<file path="src/rtl/seq_alu_if.sv">
// seq_alu_if: operation request / result bundle for seq_alu.
// master drives the request, slave returns ready and the registered result.
interface seq_alu_if #(
  parameter int WIDTH = 8
);
  logic             start;
  logic [2:0]       control;
  logic [WIDTH-1:0] dataInACC;
  logic [WIDTH-1:0] dataIn;
  logic [WIDTH-1:0] pc;
  logic             ready;
  logic [WIDTH-1:0] dataOut;
  logic             outValid;
  logic             carry;
  logic             zero;

  modport master (
    output start, control, dataInACC, dataIn, pc,
    input  ready, dataOut, outValid, carry, zero
  );

  modport slave (
    input  start, control, dataInACC, dataIn, pc,
    output ready, dataOut, outValid, carry, zero
  );
endinterface

</file>
<file path="src/rtl/seq_alu.sv">
// seq_alu: sequential ALU, single-cycle ops plus bit-serial shift-left.
// Define SEQ_ALU_MUL_EN to compile in the shift-add multiplier (code 100).
module seq_alu #(
  parameter int WIDTH = 8
) (
  input logic      clk,
  input logic      rst_n,
  seq_alu_if.slave bus
);
  localparam int CW = $clog2(WIDTH);

  typedef enum logic {IDLE, BUSY} state_t;

  state_t           state;
  logic             pend;
  logic [2:0]       op;
  logic [WIDTH-1:0] a, b, p;
  logic [WIDTH-1:0] sh;
  logic [CW-1:0]    cnt;
  logic [WIDTH-1:0] res;
  logic             cry, zf, vld;
  logic             accept, is_mul, multi;
  logic [CW-1:0]    shamt;
  logic [WIDTH:0]   sum;
  logic [WIDTH-1:0] s_res;
  logic             s_cry;

`ifdef SEQ_ALU_MUL_EN
  logic               mul;
  logic [2*WIDTH-1:0] prod, mcand, psum;
  logic [WIDTH-1:0]   mplier;

  assign is_mul = bus.control == 3'b100;
  assign psum   = prod + (mplier[0] ? mcand : '0);
`else
  assign is_mul = 1'b0;
`endif

  assign accept = bus.start && state == IDLE;
  assign multi  = is_mul || bus.control == 3'b101;
  assign shamt  = CW'(32'(bus.dataIn) % 32'(WIDTH));

  assign bus.ready    = state == IDLE;
  assign bus.dataOut  = res;
  assign bus.carry    = cry;
  assign bus.zero     = zf;
  assign bus.outValid = vld;

  // single-cycle ops evaluate from the operands captured one edge earlier
  always_comb begin
    sum   = '0;
    s_res = '0;
    s_cry = 1'b0;
    unique case (op)
      3'b000: begin
        sum   = {1'b0, a} + {1'b0, b};
        s_res = sum[WIDTH-1:0];
        s_cry = sum[WIDTH];
      end
      3'b001: s_res = ~(a & b);
      3'b010: s_res = (a != '0) ? p : b;
      3'b011: s_res = {{(WIDTH-1){1'b0}}, a < b};
      default: s_res = '0;
    endcase
  end

  always_ff @(posedge clk or negedge rst_n) begin
    if (!rst_n) begin
      state  <= IDLE;
      pend   <= 1'b0;
      op     <= '0;
      a      <= '0;
      b      <= '0;
      p      <= '0;
      sh     <= '0;
      cnt    <= '0;
      res    <= '0;
      cry    <= 1'b0;
      zf     <= 1'b1;
      vld    <= 1'b0;
`ifdef SEQ_ALU_MUL_EN
      mul    <= 1'b0;
      prod   <= '0;
      mcand  <= '0;
      mplier <= '0;
`endif
    end else begin
      vld  <= 1'b0;
      pend <= 1'b0;
      if (pend) begin
        res <= s_res;
        cry <= s_cry;
        zf  <= s_res == '0;
        vld <= 1'b1;
      end
      if (state == BUSY) begin
`ifdef SEQ_ALU_MUL_EN
        if (mul) begin
          prod   <= psum;
          mcand  <= mcand << 1;
          mplier <= mplier >> 1;
          cnt    <= cnt + 1'b1;
          if (cnt == CW'(WIDTH - 1)) begin
            res   <= psum[WIDTH-1:0];
            cry   <= |psum[2*WIDTH-1:WIDTH];
            zf    <= psum[WIDTH-1:0] == '0;
            vld   <= 1'b1;
            state <= IDLE;
          end
        end else
`endif
        if (cnt == '0) begin
          res   <= sh;
          cry   <= 1'b0;
          zf    <= sh == '0;
          vld   <= 1'b1;
          state <= IDLE;
        end else begin
          sh  <= sh << 1;
          cnt <= cnt - 1'b1;
        end
      end
      if (accept) begin
        if (multi) begin
          state <= BUSY;
          sh    <= bus.dataInACC;
`ifdef SEQ_ALU_MUL_EN
          mul    <= is_mul;
          prod   <= '0;
          mcand  <= {{WIDTH{1'b0}}, bus.dataInACC};
          mplier <= bus.dataIn;
          cnt    <= is_mul ? '0 : shamt;
`else
          cnt    <= shamt;
`endif
        end else begin
          pend <= 1'b1;
          op   <= bus.control;
          a    <= bus.dataInACC;
          b    <= bus.dataIn;
          p    <= bus.pc;
        end
      end
    end
  end
endmodule

</file>
<file path="src/flat_wrapper.sv">
// flat-port wrapper written by rule: the top's interface ports become plain ports
module seq_alu_flat 
#(
  parameter int WIDTH = 8
)
  (clk, rst_n, bus_start, bus_control, bus_dataInACC, bus_dataIn, bus_pc, bus_ready, bus_dataOut, bus_outValid, bus_carry, bus_zero);
  seq_alu_if #(.WIDTH(WIDTH)) bus_i ();
  input logic clk;
  input logic rst_n;
  input wire logic [$bits(bus_i.start)-1:0] bus_start;
  input wire logic [$bits(bus_i.control)-1:0] bus_control;
  input wire logic [$bits(bus_i.dataInACC)-1:0] bus_dataInACC;
  input wire logic [$bits(bus_i.dataIn)-1:0] bus_dataIn;
  input wire logic [$bits(bus_i.pc)-1:0] bus_pc;
  output wire logic [$bits(bus_i.ready)-1:0] bus_ready;
  output wire logic [$bits(bus_i.dataOut)-1:0] bus_dataOut;
  output wire logic [$bits(bus_i.outValid)-1:0] bus_outValid;
  output wire logic [$bits(bus_i.carry)-1:0] bus_carry;
  output wire logic [$bits(bus_i.zero)-1:0] bus_zero;
  assign bus_i.start = bus_start;
  assign bus_i.control = bus_control;
  assign bus_i.dataInACC = bus_dataInACC;
  assign bus_i.dataIn = bus_dataIn;
  assign bus_i.pc = bus_pc;
  assign bus_ready = bus_i.ready;
  assign bus_dataOut = bus_i.dataOut;
  assign bus_outValid = bus_i.outValid;
  assign bus_carry = bus_i.carry;
  assign bus_zero = bus_i.zero;
  seq_alu #(.WIDTH(WIDTH)) u_core (.clk(clk), .rst_n(rst_n), .bus(bus_i));
endmodule
</file>
<file path="config.mk">
export PLATFORM = sky130hd
export DESIGN_NAME = seq_alu_flat
export DESIGN_NICKNAME = d
export VERILOG_FILES = /design/src/rtl/seq_alu_if.sv /design/src/rtl/seq_alu.sv /design/src/flat_wrapper.sv
export SDC_FILE = /design/constraint.sdc
export NUM_CORES = 1
export LEC_CHECK = 0
export CAP_MARGIN = 5
export CORE_ASPECT_RATIO = 0.7
export CORE_MARGIN = 2
export CORE_UTILIZATION = 55
export CTS_BUF_LIST = sky130_fd_sc_hd__clkbuf_16
export DETAILED_ROUTE_END_ITERATION = 16
export GPL_TIMING_DRIVEN = 0
export PLACE_DENSITY = 0.8
export SLEW_MARGIN = 15
export SYNTH_ARGS = -nofsm -noshare
export SYNTH_HDL_FRONTEND = slang
export SYNTH_SLANG_ARGS = --single-unit
</file>
<file path="constraint.sdc">
create_clock -name clk -period 2.7 [get_ports clk]
set_input_delay 0.54 -clock clk [delete_from_list [all_inputs] [get_ports clk]]
set_output_delay 0.54 -clock clk [all_outputs]
set_load 0.05 [all_outputs]
</file>
==> results of run 1 <==
## power breakdown
group | switching [mW] | internal [mW] | total (mW)
clock | 0.284 | 0.339 | 0.624
sequential | 0.316 | 1.09 | 1.41
combinational | 1.40 | 0.901 | 2.30
## synth_stat cells (all sizes together), types with 3 or more instances
cell     n
xor2     3
nand2b   4
a211oi   8
inv     19
a21oi   14
ha      18
nor2    23
a21o     4
nand2   85
o22ai    3
nor2b    7
dfrtp   50
o31ai    3
clkbuf  11
nor4     4
o21ai   29
mux2i   16
nor3     6
## registers in the layout, summed over array words and instances (netlist names), 3 cells and up
| register | cells |
|---|---|
| u_core.a | 8 |
| u_core.b | 8 |
| u_core.bus.dataOut | 8 |
| u_core.p | 8 |
| u_core.sh | 8 |
| u_core.cnt | 3 |
| u_core.op | 3 |
## final cells by class
type / instances / share of cell area (%)
Multi-Input combinational cell: 256 / 43.4
Clock inverter: 3 / 0.448
Sequential cell: 51 / 35.2
Clock buffer: 5 / 3.45
Inverter: 19 / 1.96
Tap cell: 72 / 2.48
Buffer: 12 / 1.34
Timing Repair Buffer: 42 / 11.7
## worst max-delay path by stage
stage / start / to / slack [ps] / cells past startpoint
2_1_floorplan: u_core.b[2] / u_core.bus.zero / 650 / 9
3_3_place_gp: rst_n / u_core.cnt[0] / -410 / 1
3_5_place_dp: bus_start / u_core.b[4] / 80 / 6
4_1_cts: u_core.b[0] / u_core.bus.zero / 230 / 9
5_1_grt: u_core.a[1] / u_core.bus.zero / 140 / 7
6_report: u_core.b[1] / u_core.bus.zero / 300 / 9
## cells by family after synthesis
kind of cell,count (synthesis)
buf+inv,31
compound gates,78
xor+xnor,5
flops,51
fa+ha+maj,19
mux,16
simple gates,138
## metal layers
layer / track usage, % / vias up
li1: - / 1260
met1: 40.5 / 1222
met2: 44.2 / 85
met3: 5.50 / 7
met4: 7.46 / 0
met5: 0 / -
## timing repair
action / CTS / global route
resized for setup: 0 / 1
endpoints found under the hold margin: 0 / 0
setup endpoints to repair: 0 / 1
==> run_results.csv, run 1 <==
group,metric,value,unit
outcome,run_status,"completed",
setup_path,r2r_slack,300,ps
cells_and_area,stdcell_count,460,
logic_synthesis,synthCells,338,
cts,clk_latency,290,ps
drt,dr_wl_met2,3430,um
setup_path,max_stage_delay,420,ps
cells_and_area,fillers,429,
sta,fin_skew,5.98,ps
cells_and_area,finish.net_count,436,
cells_and_area,finish.utilization,69.4,%
floorplan,die_h,65.5,um
setup_path,path_buf_inv,1,
logic_synthesis,synth_cell_types,48,
logic_synthesis,synth-simple-area-share,20.4,%
logic_synthesis,yosys.area.top_type,"dfrtp_1",
cts,postCtsSetupBuffers,0,
logic_synthesis,yosys-top-cells-area,"dfrtp_1 42%, nand2_1 11%, ha_1 7.6%, mux2i_1 5.4%, o21ai_0 3.5%",
setup_path,r2r_cells,9,
logic_synthesis,synth_top_family_by_area,"simple AND/OR/NAND/NOR gates",
drt,drt_pass1_iterations,4,
logic_synthesis,synth_compound_area_share,17.4,%
cells_and_area,final_design_area_no_fill,3630,um2
placement,place_ws,82.9,ps
cts,cts_tree,"built",
placement,routabilityCongestion,0.870,
logic_synthesis,ys_warn_count,0,
cts,hold_buffers,0,
drt,wl_per_cell,16.8,um
setup_path,critPathArrivalTime,2600,ps
global_route,grt_max_degree,34,
global_route,antenna_found_initial,0,
sta,hold-worst-slack,196,ps
logic_synthesis,synth_seq_cells,51,
setup_path,critPathTopFamily,"compound AO/OA/AOI/OAI gates",
sta,rsz0062_at_grt,"false",
global_route,track_usage,28.2,%
cells_and_area,layout.cells.most_common,"nand2_1",
setup_path,worstSetupStartpointType,"flop",
logic_synthesis,synth_enable_flop_cells,0,
drt,drc_errors,0,
sta,worst_slack,304,ps
logic_synthesis,muxShareOfSynthArea,5.39,%
pwr,p_total,4.33,mW
logic_synthesis,ys_async_sr_fraction,100,%
drt,avgViaCountPerCell,5.60,
logic_synthesis,synth_nets,387,
drt,wirelength,7710,um
sta,finalMaxSlewViolations,0,
logic_synthesis,synth.avg_cell_area,8.78,um2
setup_path,regToRegStartpoint,"u_core.b[1]",
cells_and_area,layout_common_cells,"84 x nand2_1, 50 x dfrtp_1, 40 x clkdlybuf4s50_1, 23 x nor2_1, 21 x o21ai_0",
drt,num_vias,2574,
pwr,ir_worst_vdd,0.529,mV
setup_path,r2r-end,"u_core.bus.zero",
placement,place_area,3480,um2
cells_and_area,register_area,1280,um2
sta,worst_pin_slew,674,ps
sta,relSlewSlack,54.9,%
cells_and_area,diodes,0,
min_path,hp-class,"in2async",
drt,drt.antenna.violating_nets,0,
floorplan,coreArea,5230,um2
placement,dp_hpwl,5850,um
cts,htreeDepth,2,
cts,clock_sink_count,51,
floorplan,fp.dieW,91.8,um
cells_and_area,syn_to_final_growth,22.3,%
global_route,grt_pass1_wl,13000,um
pwr,power_density,1190,nW/um2
floorplan,die_area,6010,um2
drt,drt-met1-wl,3640,um
logic_synthesis,synthFlopType,"dfrtp_1",
logic_synthesis,synthAdderAreaFrac,8.26,%
pwr,p_leak,1.72,nW
cts,cts_buffers,5,
logic_synthesis,seq_area_frac_synth,43.0,%
cts,cts_max_path_buffers,2,
global_route,grt_pass1_vias,2583,
floorplan,std_cell_rows,22,
sta,period_needed,2400,ps
placement,placedCellCount,452,
floorplan,start_util,56.8,%
cells_and_area,multi_input_area,1580,um2
sta,final.setup.tns,0,ps
sta,hold_viol,0,
global_route,grt-ovfl-total,0,
placement,io_buffers,41,
logic_synthesis,synth_xor_area_share,1.47,%
logic_synthesis,synth_top_area_share,42.1,%
sta,finalSetupViolations,0,
setup_path,crit_required,2910,ps
cts,cts-root-buf,"clkbuf_16",
cts,clkTransAtPathRegs,70,ps
drt,top_layer,"met4",
setup_path,crit_path_end_kind,"flop",
logic_synthesis,netlist_area,2970,um2
run,max_cap_viol_count,0,
cells_and_area,drive_gt1_share,4.90,%
setup_path,critical_path_class,"reg2reg",
floorplan,ios,42,
drt,drtIter0Drc,203,
sta,fin_crit_sh,88.7,%
setup_path,crit_chain,"inv_1 -> ha_1 -> nand2b_1 -> a221oi_1 -> nor2_1 -> a32o_1 -> a21oi_1 -> nand2_1 -> o31ai_2",
sta,timing.fmax,417,MHz
setup_path,path_max_fanout,4,
setup_path,slowest_stage,"dfrtp_1",
drt,route.met3.wl,588,um
Power figures use the tool's default switching activity.
==> run 2, diff against run 1 <==
DONT_BUFFER_PORTS = 1   (was not set)
PLACE_DENSITY = 0.7   (was 0.8)
==> run 2 against run 1 <==
  * Combinational power is 22% lower
  * First-iteration DRC count is 9.4% lower
  * Sequential share of layout area is 4.4 points higher
  * Count of clock-buffer cells in the layout stayed put
  * Total power is 5.8% lower
  * Largest power group unchanged
  * Utilization is 7.7 points lower
==> run_results.csv, run 2 (synthesis gave the netlist of run 1 again) <==
group,metric,value,unit
outcome,run_status,"completed",
drt,drt.antenna.violating_nets,0,
cts,cts_tree,"built",
min_path,hp-class,"in2async",
setup_path,path_buf_inv,1,
floorplan,ios,42,
setup_path,crit_required,2900,ps
pwr,p_sw_share,47.2,%
placement,io_buffers,0,
cells_and_area,final_design_area_no_fill,3230,um2
cells_and_area,layout_common_cells,"84 x nand2_1, 50 x dfrtp_1, 23 x nor2_1, 21 x o21ai_0",
pwr,seqPwrFrac,41.1,%
drt,wirelength,7150,um
drt,drtIter0Drc,184,
cts,cts_buffers,5,
drt,drc_errors,0,
setup_path,critPathArrivalTime,2740,ps
pwr,p_leak,1.56,nW
cts,postCtsSetupBuffers,0,
setup_path,crit_path_end_kind,"flop",
global_route,top_usage_layer,"met1",
global_route,met1_usage,38.4,%
sta,finalMaxSlewViolations,0,
pwr,power_switching,1.93,mW
global_route,grt_pass1_wl,11600,um
sta,finalSetupViolations,0,
setup_path,slowest_stage,"a211oi_1",
cts,htreeDepth,2,
cts,clock_sink_count,51,
cells_and_area,layout.cells.most_common,"nand2_1",
floorplan,die_h,65.5,um
placement,dp_hpwl,5420,um
setup_path,worstSetupStartpointType,"flop",
pwr,power_frac_clock,14.7,%
floorplan,start_util,56.8,%
drt,drt_pass1_iterations,5,
global_route,track_usage,25.1,%
cells_and_area,drive_gt1_share,4.90,%
sta,hold_viol,0,
setup_path,critical_path_class,"reg2reg",
setup_path,path_max_fanout,5,
global_route,grt_max_degree,51,
sta,rsz0062_at_grt,"false",
setup_path,max_stage_delay,460,ps
drt,num_vias,2409,
cts,cts-root-buf,"clkbuf_16",
cells_and_area,diodes,0,
cells_and_area,finish.net_count,395,
cells_and_area,finish.utilization,61.7,%
drt,avgViaCountPerCell,5.75,
floorplan,die_area,6010,um2
pwr,p_int,2.15,mW
global_route,grt_pass1_vias,2242,
global_route,grt_use_met2,36.9,%
drt,wl_per_cell,17.1,um
setup_path,crit_chain,"inv_1 -> ha_1 -> nand2b_1 -> a211oi_1 -> nor2_1 -> a41o_1 -> a211oi_2 -> nand4_1 -> o31ai_2",
placement,routabilityCongestion,0.890,
cells_and_area,fillers,468,
sta,fin_skew,3.59,ps
placement,place_area,3060,um2
global_route,grt-ovfl-total,0,
sta,timing.fmax,394,MHz
sta,fin_crit_sh,94.0,%
sta,relSlewSlack,54.6,%
cells_and_area,syn_to_final_growth,8.68,%
pwr,ir_worst_vdd,0.520,mV
sta,period_needed,2540,ps
floorplan,std_cell_rows,22,
cts,cts_max_path_buffers,2,
floorplan,coreArea,5230,um2
global_route,antenna_found_initial,0,
floorplan,fp.dieW,91.8,um
run,max_cap_viol_count,0,
sta,final.setup.tns,0,ps
cts,clkTransAtPathRegs,60,ps
setup_path,critPathTopFamily,"compound AO/OA/AOI/OAI gates",
sta,worst_pin_slew,677,ps
pwr,power_density,1270,nW/um2
pwr,combPwrFrac,44.2,%
cts,clk_latency,280,ps
global_route,use_met3,6.42,%
[run 2: cell types whose count changed in the layout (fill, tap and decap cells not counted), sizes merged]
cell and delta:
buf -1, clkdlybuf4s50 -40, clkinvlp +1, inv -1
[run 2: through the flow]
step           cells  hold WS [ps]  total power [mW]  setup WS, ps
2_1_floorplan    338           244              2.99           651
3_3_place_gp     410           246              3.40           272
3_5_place_dp     410           246              3.44           222
4_1_cts          419          89.2              4.07           201
5_1_grt          419          83.0              4.39          32.0
6_report         419          96.0              4.08           162
[run 2: power by group through the flow]
stage / sequential, mW / combinational (mW) / clock [mW]
after floorplan: 1.57 / 1.42 / 0
after global placement: 1.67 / 1.73 / 0
after detailed placement: 1.68 / 1.76 / 0
after CTS: 1.67 / 1.79 / 0.616
after global routing: 1.72 / 2.03 / 0.653
final: 1.68 / 1.80 / 0.601
[run 2: layout make-up]
type                            count  area [um2]  area share [%]
Clock buffer                        5         125            3.88
Clock inverter                      3        15.0           0.465
Inverter                           19        71.3            2.21
Tap cell                           72        90.1            2.79
Multi-Input combinational cell    256        1570            48.7
Timing Repair Buffer                1        27.5           0.853
Buffer                             12        48.8            1.51
Sequential cell                    51        1280            39.6
[run 2: what timing repair did]
action	in CTS	in global routing
gates resized for setup	0	0
endpoints found under the hold margin	50	0
hold buffers	1	0
[run 2: path summary, 6_finish.rpt]
| path | cells past startpoint | slack [ps] | start | endpoint |
|---|---|---|---|---|
| hold reg to reg | 2 | 480 | u_core.p[2] | u_core.p[2] |
| max in group asynchronous | 1 | 2370 | rst_n | u_core.op[1] |
| setup / recovery | 9 | 160 | u_core.b[2] | u_core.bus.zero |
| min in group clk | 2 | 360 | bus_control[2] | u_core.op[2] |
| hold / removal | 0 | 100 | rst_n | u_core.bus.zero |
| setup reg to reg | 9 | 160 | u_core.b[2] | u_core.bus.zero |
[run 2: layer usage]
layer / up-vias / wire (um)
li1: 1181 / -
met4: 0 / 34
met2: 87 / 3030
met5: - / 0
met1: 1136 / 3590
met3: 5 / 492
[run 2: worst register-to-register path, cell delays in order (launching register included)]
cell and delay [ps]:
dfrtp_1 370, inv_1 70, ha_1 360, nand2b_1 200
a211oi_1 460, nor2_1 110, a41o_1 230, a211oi_2 290
nand4_1 160, o31ai_2 200
==> run 3, diff against run 2 <==
SLEW_MARGIN = 20   (was 15)
==> results of run 3 <==
Final layout, timing and power as in run 2 (identical DEF).
